$ cat config.mk
export PLATFORM = sky130hd
export DESIGN_NAME = dct4_transpose_buf
export DESIGN_NICKNAME = d
export VERILOG_FILES = /design/src/rtl/dct4_transpose_buf.sv
export SDC_FILE = /design/constraint.sdc
export NUM_CORES = 1
export LEC_CHECK = 0
export BUFFER_PORTS_ARGS = -buffer_cell sky130_fd_sc_hd__buf_2
export CORE_ASPECT_RATIO = 2
export CORE_MARGIN = 10
export CORE_UTILIZATION = 45
export CTS_CLUSTER_SIZE = 12
export DETAILED_ROUTE_END_ITERATION = 8
export PLACE_DENSITY_LB_ADDON = 0.25
export SLEW_MARGIN = 25
export SYNTH_ARGS = -nofsm -noshare
export SYNTH_HDL_FRONTEND = slang
export SYNTH_SLANG_ARGS = --single-unit
$ cat constraint.sdc
create_clock -name clk -period 5.1 [get_ports clk]
set_clock_uncertainty 0.1 [all_clocks]
set_input_delay 0.51 -clock clk [delete_from_list [all_inputs] [get_ports clk]]
set_output_delay 0.51 -clock clk [all_outputs]
set_load 0.03 [all_outputs]
$ cat src/rtl/dct4_transpose_buf.sv
// -----------------------------------------------------------------------------
// dct4_transpose_buf
//
// Row-to-column transpose stage that follows the 4-point DCT butterfly.
// Each accepted row of four signed WIDTH_Y coefficients is rounded,
// right-shifted by SHIFT and reduced to WIDTH_O bits. It is then written
// into one bank of a 4x4 ping-pong buffer. A full bank is read out column
// by column, so the second 1-D pass receives transposed data. While one
// bank drains, the other bank fills, which sustains one row in and one
// column out per cycle.
//
// Optional feature: define TRANSPOSE_SAT_EN to saturate the shifted value
// to the WIDTH_O signed range. When it is undefined, the value keeps its
// low WIDTH_O bits and wraps in two's complement.
//
// Ports:
//   clk            clock; all state changes on the rising edge
//   rst_b          asynchronous active-low reset
//   in_valid       input row valid
//   in_ready       the current write bank can accept a row
//   in_y0..in_y3   signed row coefficients, column index 0..3
//   out_valid      output column valid
//   out_ready      downstream accepts the column
//   out_c0..out_c3 signed column coefficients, row index 0..3
//   out_last       high together with column 3 of a block
// -----------------------------------------------------------------------------
module dct4_transpose_buf #(
    parameter int WIDTH_Y = 17,
    parameter int WIDTH_O = 16,
    parameter int SHIFT   = 1
) (
    input  logic                      clk,
    input  logic                      rst_b,
    input  logic                      in_valid,
    output logic                      in_ready,
    input  logic signed [WIDTH_Y-1:0] in_y0,
    input  logic signed [WIDTH_Y-1:0] in_y1,
    input  logic signed [WIDTH_Y-1:0] in_y2,
    input  logic signed [WIDTH_Y-1:0] in_y3,
    output logic                      out_valid,
    input  logic                      out_ready,
    output logic signed [WIDTH_O-1:0] out_c0,
    output logic signed [WIDTH_O-1:0] out_c1,
    output logic signed [WIDTH_O-1:0] out_c2,
    output logic signed [WIDTH_O-1:0] out_c3,
    output logic                      out_last
);

    // One guard bit above the input width, so that adding the rounding
    // constant can never overflow.
    localparam int WV = WIDTH_Y + 1;

    // The inner conditional keeps the shift amount non-negative when
    // SHIFT is 0.
    localparam logic signed [WV-1:0] RND =
        (SHIFT > 0) ? (WV'(1) << ((SHIFT > 0) ? SHIFT - 1 : 0)) : '0;

`ifdef TRANSPOSE_SAT_EN
    localparam logic signed [WV-1:0] SAT_MAX = WV'((64'sd1 <<< (WIDTH_O - 1)) - 64'sd1);
    localparam logic signed [WV-1:0] SAT_MIN = -SAT_MAX - WV'(1);
`endif

    typedef logic signed [WIDTH_O-1:0] coef_t;

    // Round, shift, then reduce one coefficient to the stored width.
    function automatic coef_t reduce_coef(input logic signed [WIDTH_Y-1:0] x);
        logic signed [WV-1:0] v;
        v = WV'(x) + RND;
`ifdef TRANSPOSE_SAT_EN
        v = v >>> SHIFT;
        if (v > SAT_MAX)      reduce_coef = SAT_MAX[WIDTH_O-1:0];
        else if (v < SAT_MIN) reduce_coef = SAT_MIN[WIDTH_O-1:0];
        else                  reduce_coef = v[WIDTH_O-1:0];
`else
        reduce_coef = WIDTH_O'(v >>> SHIFT);
`endif
    endfunction

    // Indexing order: [bank][row][column]
    coef_t       mem_q [2][4][4];
    coef_t       wr_data [4];
    logic [1:0]  full_q,    full_d;
    logic        wr_bank_q, wr_bank_d;
    logic        rd_bank_q, rd_bank_d;
    logic [1:0]  wr_row_q,  wr_row_d;
    logic [1:0]  rd_col_q,  rd_col_d;
    logic        wr_fire, rd_fire;

    assign wr_data[0] = reduce_coef(in_y0);
    assign wr_data[1] = reduce_coef(in_y1);
    assign wr_data[2] = reduce_coef(in_y2);
    assign wr_data[3] = reduce_coef(in_y3);

    // Both handshake signals depend only on registered state, so
    // in_ready never combinationally follows in_valid.
    assign in_ready  = !full_q[wr_bank_q];
    assign out_valid = full_q[rd_bank_q];
    assign wr_fire   = in_valid && in_ready;
    assign rd_fire   = out_valid && out_ready;

    assign out_c0   = mem_q[rd_bank_q][0][rd_col_q];
    assign out_c1   = mem_q[rd_bank_q][1][rd_col_q];
    assign out_c2   = mem_q[rd_bank_q][2][rd_col_q];
    assign out_c3   = mem_q[rd_bank_q][3][rd_col_q];
    assign out_last = (rd_col_q == 2'd3);

    // NOTE: every output of this block gets its default first. A path that
    // leaves a signal unassigned would otherwise infer a latch.
    always_comb begin
        full_d    = full_q;
        wr_bank_d = wr_bank_q;
        rd_bank_d = rd_bank_q;
        wr_row_d  = wr_row_q;
        rd_col_d  = rd_col_q;
        // A write always targets a non-full bank and a read always targets
        // a full bank. The two updates of full_d therefore never hit the
        // same bit.
        if (wr_fire) begin
            wr_row_d = wr_row_q + 2'd1;
            if (wr_row_q == 2'd3) begin
                full_d[wr_bank_q] = 1'b1;
                wr_bank_d         = ~wr_bank_q;
            end
        end
        if (rd_fire) begin
            rd_col_d = rd_col_q + 2'd1;
            if (rd_col_q == 2'd3) begin
                full_d[rd_bank_q] = 1'b0;
                rd_bank_d         = ~rd_bank_q;
            end
        end
    end

    // NOTE: state uses non-blocking assignments only. Every register then
    // samples the pre-edge value of every other register.
    always_ff @(posedge clk or negedge rst_b) begin
        if (!rst_b) begin
            full_q    <= '0;
            wr_bank_q <= 1'b0;
            rd_bank_q <= 1'b0;
            wr_row_q  <= '0;
            rd_col_q  <= '0;
        end else begin
            full_q    <= full_d;
            wr_bank_q <= wr_bank_d;
            rd_bank_q <= rd_bank_d;
            wr_row_q  <= wr_row_d;
            rd_col_q  <= rd_col_d;
        end
    end

    // NOTE: the storage words are cleared on reset on purpose. The outputs
    // read the memory directly, so out_c* must show 0 after reset, and no
    // stale block may leak out.
    always_ff @(posedge clk or negedge rst_b) begin
        if (!rst_b) begin
            for (int b = 0; b < 2; b++)
                for (int r = 0; r < 4; r++)
                    for (int c = 0; c < 4; c++)
                        mem_q[b][r][c] <= '0;
        end else if (wr_fire) begin
            for (int c = 0; c < 4; c++)
                mem_q[wr_bank_q][wr_row_q][c] <= wr_data[c];
        end
    end

endmodule

==> results of run 1 <==
final cells by class:
class / count / area, sq um
diodes: 1 / 2.50
clock buffers: 54 / 1250
clock inverters: 3 / 47.5
fillers: 4510 / 24900
inverters: 5 / 18.8
multi-input cells: 1386 / 9720
flip-flops and latches: 520 / 13000
well taps: 654 / 818
repair buffers: 191 / 1180
state kept, by name, summed over array words and instances (netlist names):
name	cells
wr_bank_q	1
rd_bank_q	1
mem_q	512
rd_col_q	2
full_q	2
wr_row_q	2
power breakdown:
group | total [mW] | internal (mW) | switching (mW) | leakage [nW]
sequential | 7.38 | 6.13 | 1.25 | 6.31
clock | 3.28 | 1.77 | 1.51 | 0.639
combinational | 8.11 | 3.53 | 4.58 | 4.43
what timing repair did:
action | in CTS | in global routing
gates resized for setup | 0 | 0
endpoints found under the hold margin | 87 | 0
hold buffers | 1 | 0
worst paths after layout:
kind	startpoint	to	slack, ns	cells after the start
max	rd_bank_q	out_c3[14]	1.45	4
min	out_ready	rd_bank_q	0.13	2
max reg2reg	wr_bank_q	mem_q[196]	2.26	5
min reg2reg	mem_q[1]	mem_q[1]	0.37	2
max in group asynchronous	rst_b	mem_q[327]	3.06	3
min in group asynchronous	rst_b	mem_q[508]	0.51	2
logic make-up after synthesis:
family / synth area share (%)
simple gates: 10.6
compound gates: 10.5
xor+xnor: 2.35
fa+ha+maj: 0.487
mux: 17.1
buf+inv: 2.58
flops: 56.3
worst register-to-register path: cells and delay by family, from the launching register on:
family / cells / cell delay (ns)
AND/OR/NAND/NOR: 3 / 1.49
buffers and inverters: 1 / 0.59
flip-flops: 1 / 0.41
AO/OA/AOI/OAI: 1 / 0.08
per-layer routing:
layer	up-vias	wire length [um]
li1	7315	-
met1	8106	25900
met2	443	34700
met3	128	3620
met4	2	3950
met5	-	13
stage by stage:
| step | instance area (sq um) | utilization, % |
|---|---|---|
| 6_report | 26100 | 51.2 |
| 5_1_grt | 26100 | 51.2 |
| 4_1_cts | 26100 | 51.2 |
| 3_5_place_dp | 24800 | 48.6 |
| 3_3_place_gp | 24700 | 48.5 |
| 2_1_floorplan | 23100 | - |
layout by cell type, fill, tap and decap left out, drive strengths merged, types with 4 or more instances in the layout:
cell	instances
a21oi	180
and2	4
and3	10
buf	190
clkbuf	54
dfrtp	520
ha	9
inv	7
mux2	95
mux4	128
nand2	341
nand3	32
nand4	13
nor2	192
nor3	5
o21ai	302
xnor2	22
xor2	40
==> flow_summary_export.csv, run 1 <==
group,metric,value,unit
run_status,status,"complete, no violations",
die,num_rows,117,
synthesis,ys_top_cells_by_count,"520 x dfrtp_1, 341 x nand2_1, 302 x o21ai_0",
sta,setup_viol,0,
global_route,grt_max_degree,128,
placed_design,place_ws,1.97,ns
sta,fin_crit,3.65,ns
route,avgRoutedWirePerCell,24.2,um
setup_path,path_cells,"buf_4 > mux4_2 > mux2_2 > buf_2",
die,start_util,45.4,%
die,die_width,180,um
route,ant_nets,0,
synthesis,syn_inst,2056,
min_path,hold_path_class,"in2reg",
setup_path,path_buf_inv,2,
sta,worstMarginPinSlew,1.09,ns
synthesis,synth-seq-cells,520,
synthesis,synth_edf_count,0,
power,power,18.8,mW
layout,finalNetCount,2234,
global_route,gr-total-overflow,0,
placed_design,dp_cells,2755,
cts,cts_tree,"built",
synthesis,syn-num-nets,2137,
sta,rsz0062_at_grt,"false",
route,drt-vias-per-instance,5.68,
sta,hold_viol_final,0,
synthesis,yosysTopAreaCellShare,56.3,%
synthesis,yosysUniqueCellTypes,29,
cts,cts_buffers,49,
placed_design,portBuffers,138,
placed_design,dp_hpwl,47000,um
cts,ctsRootBufferMaster,"clkbuf_16",
global_route,antenna_found_initial,3,
layout,area_growth,12.8,%
route,route.vias.total,16000,
setup_path,critPathKind,"reg2out",
sta,relSlewSlack,27.0,%
cts,htree_levels,2,
job,max_cap_violations,0,
sta,whs,0.125,ns
synthesis,synthTopCellsByArea,"dfrtp_1 56%, mux4_2 12%, o21ai_0 6.5%",
synthesis,yosysMostFrequentCell,"dfrtp_1",
sta,layout_setup_ws,1.45,ns
die,design.core.area,50900,sq um
global_route,grt_busiest_layer,"met2",
global_route,grt_pass1_vias,16700,
synthesis,synth_top_area_cell,"dfrtp_1",
sta,slew_viol_final,0,
layout,layout.cells.non_filler,2814,
synthesis,syn_area,23100,sq um
synthesis,synth_warnings,0,
global_route,use_met3,3.60,%
die,die_area,61400,sq um
route,drc,0,
setup_path,cp_top_family,"multiplexers",
sta,fin_tns_setup,0,ns
global_route,grt_pass1_wl,105000,um
power,max-vdd-ir-drop,0.000505,V
sta,fmax,0.274,GHz
setup_path,slowest_stage,"dfrtp_4",
cts,clockBufferDepth,3,
setup_path,crit_fanout,27,
cts,insertion_delay,0.59,ns
synthesis,synth_top_flop_cell,"dfrtp_1",
setup_path,cp.arrival,3.04,ns
setup_path,critical_path_required,4.49,ns
global_route,met1_usage,26.0,%
power,powerDensity,720,nW/um^2
synthesis,async_flop_share,100,%
global_route,grt.total_usage,22.2,%
route,drt_iter0_markers,1040,
global_route,use_met2,38.3,%
sta,finalCritPeriodShare,71.6,%
cts,cts.clk_slew.worst_paths,0.06,ns
route,first_pass_iters,5,
cts,cts_sinks,520,
die,die_h,340,um
route,wl,68200,um
setup_path,slowest_delay,0.75,ns
placed_design,gp_congestion,0.833,
synthesis,seq_area_frac_synth,56.3,%
die,io-pin-count,139,
cts,post-cts-setup-buffer-count,0,
layout,layout-drive-gt1-share,23.2,%
synthesis,avgSynthCellArea,11.2,sq um
setup_path,end_kind,"output port",
setup_path,startpoint_type,"flop",
power,p_leak,11.4,nW
(Power assumes the default switching activity.)
==> inputs of run 2 (changes only) <==
--- a/config.mk
+++ b/config.mk
@@ -5,6 +5,7 @@
 export SDC_FILE = /design/constraint.sdc
 export NUM_CORES = 1
 export LEC_CHECK = 0
+export ABC_AREA = 1
 export BUFFER_PORTS_ARGS = -buffer_cell sky130_fd_sc_hd__buf_2
 export CORE_ASPECT_RATIO = 2
 export CORE_MARGIN = 10
==> constraint.sdc (replaced) <==
create_clock -name clk -period 3.1 [get_ports clk]
set_clock_uncertainty 0.1 [all_clocks]
set_input_delay 0.31 -clock clk [delete_from_list [all_inputs] [get_ports clk]]
set_output_delay 0.31 -clock clk [all_outputs]
set_load 0.03 [all_outputs]
==> run 2 against run 1 <==
Effect of this change: synthesized area grew 10%; sequential share of layout area shrank 4.5 points; worst hold slack lost 0.033 ns; sequential power grew 57%; largest power group unchanged; via count grew 45%; critical path depth grew 2; power grew 73%; cell count grew 49%; final area grew 10%; clock power grew 65%; setup slack lost 1.4 ns; global-route usage grew 4.2 points.
==> flow_summary_export.csv, run 2 <==
group,metric,value,unit
route,wl,89500,um
placed_design,dp_cells,4137,
setup_path,path_cells,"buf_4 > o21ai_0 > o22ai_1 > nand2_1 > nand2_1 > buf_2",
sta,worstMarginPinSlew,0.969,ns
route,ant_nets,0,
cts,ctsRootBufferMaster,"clkbuf_16",
layout,layout.cells.non_filler,4199,
sta,finalCritPeriodShare,99.6,%
synthesis,yosysUniqueCellTypes,31,
global_route,grt_pass1_vias,22900,
layout,area_growth,12.6,%
sta,slew_viol_final,0,
die,io-pin-count,139,
die,num_rows,123,
die,design.core.area,56200,sq um
synthesis,async_flop_share,100,%
synthesis,synth_mux_area_share,0,%
sta,hold_viol_final,0,
layout,mostFrequentLayoutCells,"1391 x nand2_1, 517 x dfrtp_1, 467 x o21ai_0",
setup_path,slowest_delay,0.58,ns
setup_path,startpoint_type,"flop",
cts,cts_buffers,49,
synthesis,synth_xor_area_share,1.03,%
power,powerDensity,1130,nW/um^2
die,start_util,45.3,%
layout,top_register,"mem_q",
synthesis,ys_top_cells_by_count,"1391 x nand2_1, 520 x dfrtp_1, 467 x o21ai_0",
cts,cts.clk_slew.worst_paths,0.06,ns
run_status,status,"complete, no violations",
layout,nFillCells,5485,
route,route.vias.total,23200,
die,die_area,67100,sq um
setup_path,cp_common_cell,"nand2_1",
setup_path,critical_path_required,2.69,ns
power,max-vdd-ir-drop,0.000985,V
global_route,grt_max_degree,95,
layout,utilization,51.1,%
die,die_width,188,um
cts,insertion_delay,0.58,ns
layout,final_common_cell,"nand2_1",
global_route,gr-total-overflow,0,
global_route,grt.total_usage,26.4,%
route,drc,0,
sta,fin_crit,3.09,ns
synthesis,synth_edf_count,0,
synthesis,synthAdderAreaFrac,0.442,%
placed_design,gp_congestion,0.925,
min_path,hold_path_class,"in2reg",
die,die_h,356,um
synthesis,yosysTopAreaCellShare,51.1,%
synthesis,yosysMostFrequentCell,"nand2_1",
setup_path,crit_fanout,35,
sta,setup_viol,0,
route,drt_iter0_markers,2075,
cts,htree_levels,2,
global_route,antenna_found_initial,3,
global_route,grt_pass1_wl,137000,um
synthesis,syn_area,25500,sq um
synthesis,synth_top_family_by_area,"simple AND/OR/NAND/NOR gates",
synthesis,synthTopCellsByArea,"dfrtp_1 51%, nand2_1 21%, o21ai_0 9.2%",
cts,cts_tree,"built",
power,p_leak,14.4,nW
sta,fmax,0.324,GHz
synthesis,synth_top_flop_cell,"dfrtp_1",
synthesis,synth-seq-cells,520,
sta,rsz0062_at_grt,"true",
synthesis,synth_top_area_cell,"dfrtp_1",
route,first_pass_iters,5,
route,avgRoutedWirePerCell,21.3,um
setup_path,end_kind,"output port",
synthesis,syn-num-nets,3442,
synthesis,syn_inst,3361,
synthesis,avgSynthCellArea,7.58,sq um
synthesis,synth_compound_area_share,13.8,%
route,drt-vias-per-instance,5.52,
layout,finalNetCount,3520,
job,max_cap_violations,0,
cts,cts_sinks,520,
setup_path,critPathKind,"reg2out",
placed_design,dp_hpwl,60400,um
cts,clockBufferDepth,3,
synthesis,seq_area_frac_synth,51.1,%
layout,layout-drive-gt1-share,9.32,%
synthesis,synth_simple_gate_area_share,27.4,%
synthesis,synth_warnings,0,
setup_path,cp.arrival,2.68,ns
sta,relSlewSlack,35.2,%
layout,largest_reg_flops,512,
cts,post-cts-setup-buffer-count,0,
placed_design,portBuffers,138,
setup_path,slowest_stage,"dfrtp_4",
run 2: routing by layer:
metal / routed length, um / GRT usage [%] / up-vias
li1: - / - / 10900
met3: 5140 / 3.36 / 242
met1: 33400 / 30.3 / 11200
met5: 0 / 0 / -
met2: 44900 / 45.7 / 841
met4: 6090 / 16.8 / 0
run 2: per-stage QoR:
step / setup TNS, ns / instance area (sq um) / hold slack [ns] / total power [mW] / worst slack (ns)
global placement: 0 / 27300 / 0.244 / 26.8 / 0.515
detailed placement: 0 / 27300 / 0.249 / 27.0 / 0.512
floorplan: 0 / 25500 / -0.0856 / 21.3 / 1.05
CTS: 0 / 28600 / 0.0535 / 32.5 / 0.0171
global route: -0.0186 / 28700 / 0.109 / 34.7 / -0.0141
finish: 0 / 28700 / 0.0921 / 32.5 / 0.0115
run 2: area by class of cell:
| class | instances | area [sq um] | share of cell area (%) |
|---|---|---|---|
| Sequential cell | 520 | 13000 | 45.4 |
| Multi-Input combinational cell | 2481 | 11000 | 38.2 |
| Timing Repair Buffer | 238 | 1870 | 6.53 |
| Clock buffer | 57 | 1290 | 4.48 |
| Tap cell | 750 | 938 | 3.27 |
| Inverter | 149 | 582 | 2.03 |
| Antenna cell | 4 | 10.0 | 0.0349 |
run 2: final timing paths:
kind / start / endpoint / slack (ns) / cells past startpoint
max in group asynchronous: rst_b / mem_q[205] / 1.83 / 3
min in group asynchronous: rst_b / mem_q[299] / 0.20 / 2
worst max register to register: wr_bank_q / mem_q[200] / 0.53 / 7
worst min-delay path: out_ready / rd_col_q[1] / 0.09 / 3
worst min register to register: mem_q[499] / mem_q[499] / 0.37 / 2
worst max-delay path: rd_col_q[0] / out_c1[9] / 0.01 / 6
run 2: critical path: cells and delay by family (launching register included):
family	cells	cell delay (ns)
simple gates	2	0.39
compound gates	2	0.41
flops	1	0.58
buf+inv	2	0.68
run 2: cells by family after synthesis:
| group | after synthesis |
|---|---|
| xor+xnor | 30 |
| simple gates | 1770 |
| flops | 520 |
| fa+ha+maj | 9 |
| compound gates | 672 |
| buf+inv | 360 |
run 2: where the power goes:
| part | internal, mW | switching [mW] | leakage, nW |
|---|---|---|---|
| clock | 2.87 | 2.52 | 0.631 |
| sequential | 9.99 | 1.64 | 6.51 |
| combinational | 4.78 | 10.7 | 7.29 |
| total | 17.6 | 14.9 | 14.4 |
run 2: repair_timing:
item / CTS / global route
endpoints found under the hold margin: 64 / 0
resized for setup: 1 / 8
setup endpoints to repair: 17 / 13
hold buffers: 1 / 0
==> inputs of run 3 (changes only) <==
--- a/config.mk
+++ b/config.mk
@@ -9,7 +9,8 @@
 export BUFFER_PORTS_ARGS = -buffer_cell sky130_fd_sc_hd__buf_2
 export CORE_ASPECT_RATIO = 2
 export CORE_MARGIN = 10
-export CORE_UTILIZATION = 45
+export CORE_UTILIZATION = 30
+export CTS_BUF_LIST = sky130_fd_sc_hd__clkbuf_16
 export CTS_CLUSTER_SIZE = 12
 export DETAILED_ROUTE_END_ITERATION = 8
 export PLACE_DENSITY_LB_ADDON = 0.25
==> constraint.sdc (replaced) <==
create_clock -name clk -period 3.1 [get_ports clk]
set_clock_uncertainty 0.1 [all_clocks]
set_input_delay 0.31 -clock clk [delete_from_list [all_inputs] [get_ports clk]]
set_output_delay 0.31 -clock clk [all_outputs]
set_load 0.005 [all_outputs]
==> run 3 against run 2 <==
Effect of this change: sequential power about the same; cell count increased by 8.1%; die area increased by 46%; non-clock buffer count increased by 12; global-route usage decreased by 6.4 points; fmax increased by 1.1%; register-to-register slack improved by 0.08 ns; setup slack improved by 0.033 ns; power decreased by 3.5%; worst hold slack got worse by 0.054 ns.
==> flow_summary_export.csv, run 3 (synthesis results as in run 2) <==
group,metric,value,unit
power,power,31.4,mW
setup_path,r2r-start,"wr_bank_q",
layout,layout-drive-gt1-share,9.69,%
die,die_width,226,um
cts,cts_buffers,50,
die,die_h,432,um
cts,ctsRootBufferMaster,"clkbuf_16",
route,drt-vias-per-instance,5.06,
route,route.vias.total,23000,
global_route,antenna_found_initial,3,
sta,setup_viol,0,
cts,htree_levels,2,
placed_design,dp_hpwl,66000,um
global_route,grt_max_degree,120,
placed_design,place_area,27800,sq um
setup_path,slowest_delay,0.49,ns
placed_design,gp_congestion,0.840,
sta,rsz0062_at_grt,"true",
power,powerDensity,1070,nW/um^2
power,p_int,17.7,mW
power,max-vdd-ir-drop,0.000533,V
power,combPwrFrac,45.3,%
setup_path,path_cells,"buf_16 > buf_12 > a21oi_1 > o21ai_0 > nand2_1 > o21a_1 > buf_2",
power,p_switching,13.6,mW
cts,cts_tree,"built",
min_path,hold_path_class,"in2reg",
layout,largest_reg_flops,512,
sta,hold_viol_final,0,
global_route,grt_pass1_wl,147000,um
cts,cts_sinks,520,
setup_path,cp.arrival,2.65,ns
sta,worstMarginPinSlew,1.09,ns
setup_path,startpoint_type,"flop",
sta,fin_crit,3.06,ns
run_status,status,"complete, no violations",
setup_path,setup.worst_path.end,"out_c2[2]",
global_route,gr-total-overflow,0,
layout,mostFrequentLayoutCells,"1390 x nand2_1, 517 x dfrtp_1, 467 x o21ai_0",
setup_path,critical_path_required,2.69,ns
sta,relSlewSlack,27.1,%
global_route,grt.total_usage,20.0,%
layout,nFillCells,8869,
layout,multi_input_area,11000,sq um
layout,regArea,13000,sq um
setup_path,crit_fanout,91,
power,power.share.clock,18.1,%
layout,top_register,"mem_q",
global_route,grt_pass1_vias,23000,
job,max_cap_violations,0,
setup_path,ff2ff_setup_slack,0.61,ns
die,design.core.area,84500,sq um
route,avgRoutedWirePerCell,21.8,um
setup_path,end_kind,"output port",
die,die_area,97600,sq um
setup_path,regToRegEndpoint,"mem_q[506]",
die,io-pin-count,139,
layout,finalNetCount,3533,
cts,insertion_delay,0.61,ns
setup_path,startpoint,"rd_bank_q",
setup_path,r2r_cells,9,
setup_path,critPathKind,"reg2out",
layout,area_growth,14.8,%
cts,clockBufferDepth,3,
sta,finalCritPeriodShare,98.6,%
layout,final_common_cell,"nand2_1",
placed_design,portBuffers,138,
sta,fmax,0.327,GHz
cts,post-cts-setup-buffer-count,0,
die,num_rows,151,
die,start_util,30.1,%
route,first_pass_iters,5,
route,wl,99000,um
power,p_leak,14.6,nW
setup_path,slowest_stage,"dfrtp_4",
power,pwr-share-seq,36.7,%
route,drt_iter0_markers,1880,
power,swShare,43.5,%
sta,slew_viol_final,0,
cts,cts.clk_slew.worst_paths,0.06,ns
layout,final_area,29200,sq um
route,ant_nets,0,
route,drc,0,
run 3: worst min path at each step:
| stage | start | to | slack, ns | depth (start not counted) |
|---|---|---|---|---|
| 2_1_floorplan | rst_b | full_q[0] | -0.09 | 0 |
| 3_3_place_gp | rst_b | mem_q[360] | 0.19 | 1 |
| 3_5_place_dp | rst_b | mem_q[360] | 0.19 | 1 |
| 4_1_cts | out_ready | rd_col_q[1] | 0.02 | 3 |
| 5_1_grt | out_ready | rd_col_q[1] | 0.05 | 3 |
| 6_report | out_ready | rd_col_q[0] | 0.04 | 3 |
run 3: through the flow:
stage               util [%]  hold WS (ns)  setup TNS (ns)  setup slack (ns)  cells
finish                  34.6        0.0380               0            0.0449   4538
global placement        32.9         0.192               0             0.610   4469
floorplan                  -       -0.0856               0              1.21   3361
detailed placement      32.9         0.188               0             0.612   4469
global route            34.6        0.0520         -0.0916           -0.0352   4538
CTS                     34.6        0.0213               0           0.00393   4536
run 3: power by group through the flow:
| stage | clock network, mW | registers, mW | logic, mW |
|---|---|---|---|
| floorplan | 0 | 11.1 | 8.46 |
| global placement | 0 | 11.5 | 14.0 |
| detailed placement | 0 | 11.6 | 14.2 |
| CTS | 5.78 | 11.5 | 14.2 |
| global route | 5.98 | 11.9 | 15.8 |
| finish | 5.66 | 11.5 | 14.2 |
run 3: repair_timing:
action,4_1_cts,5_1_grt
setup endpoints to repair,2,13
resized for setup,2,5
hold buffers,1,0
hold endpoints to repair,57,0
cloned,0,1
run 3: worst max-delay path, delay by kind of cell (launching register included):
kind,cells,cell delay [ns]
DFF,1,0.49
AOI/OAI and AO/OA,3,0.48
buffers and inverters,3,0.74
and+or+nand+nor,1,0.27
run 3: area by class of cell:
cell class              instances  share of cell area (%)
clock buffers                  51                    4.36
clock inverters                15                   0.270
diodes                          1                 0.00856
well taps                    1071                    4.58
flip-flops and latches        520                    44.5
multi-input cells            2481                    37.5
inverters                     149                    1.96
repair buffers                250                    6.76
run 3: metal layers:
metal / up-vias / track usage, % / routed length, um
li1: 10900 / - / -
met1: 11200 / 22.7 / 38100
met2: 665 / 36.4 / 51500
met3: 176 / 2.25 / 4450
met4: 2 / 9.74 / 5000
met5: - / 0 / 13
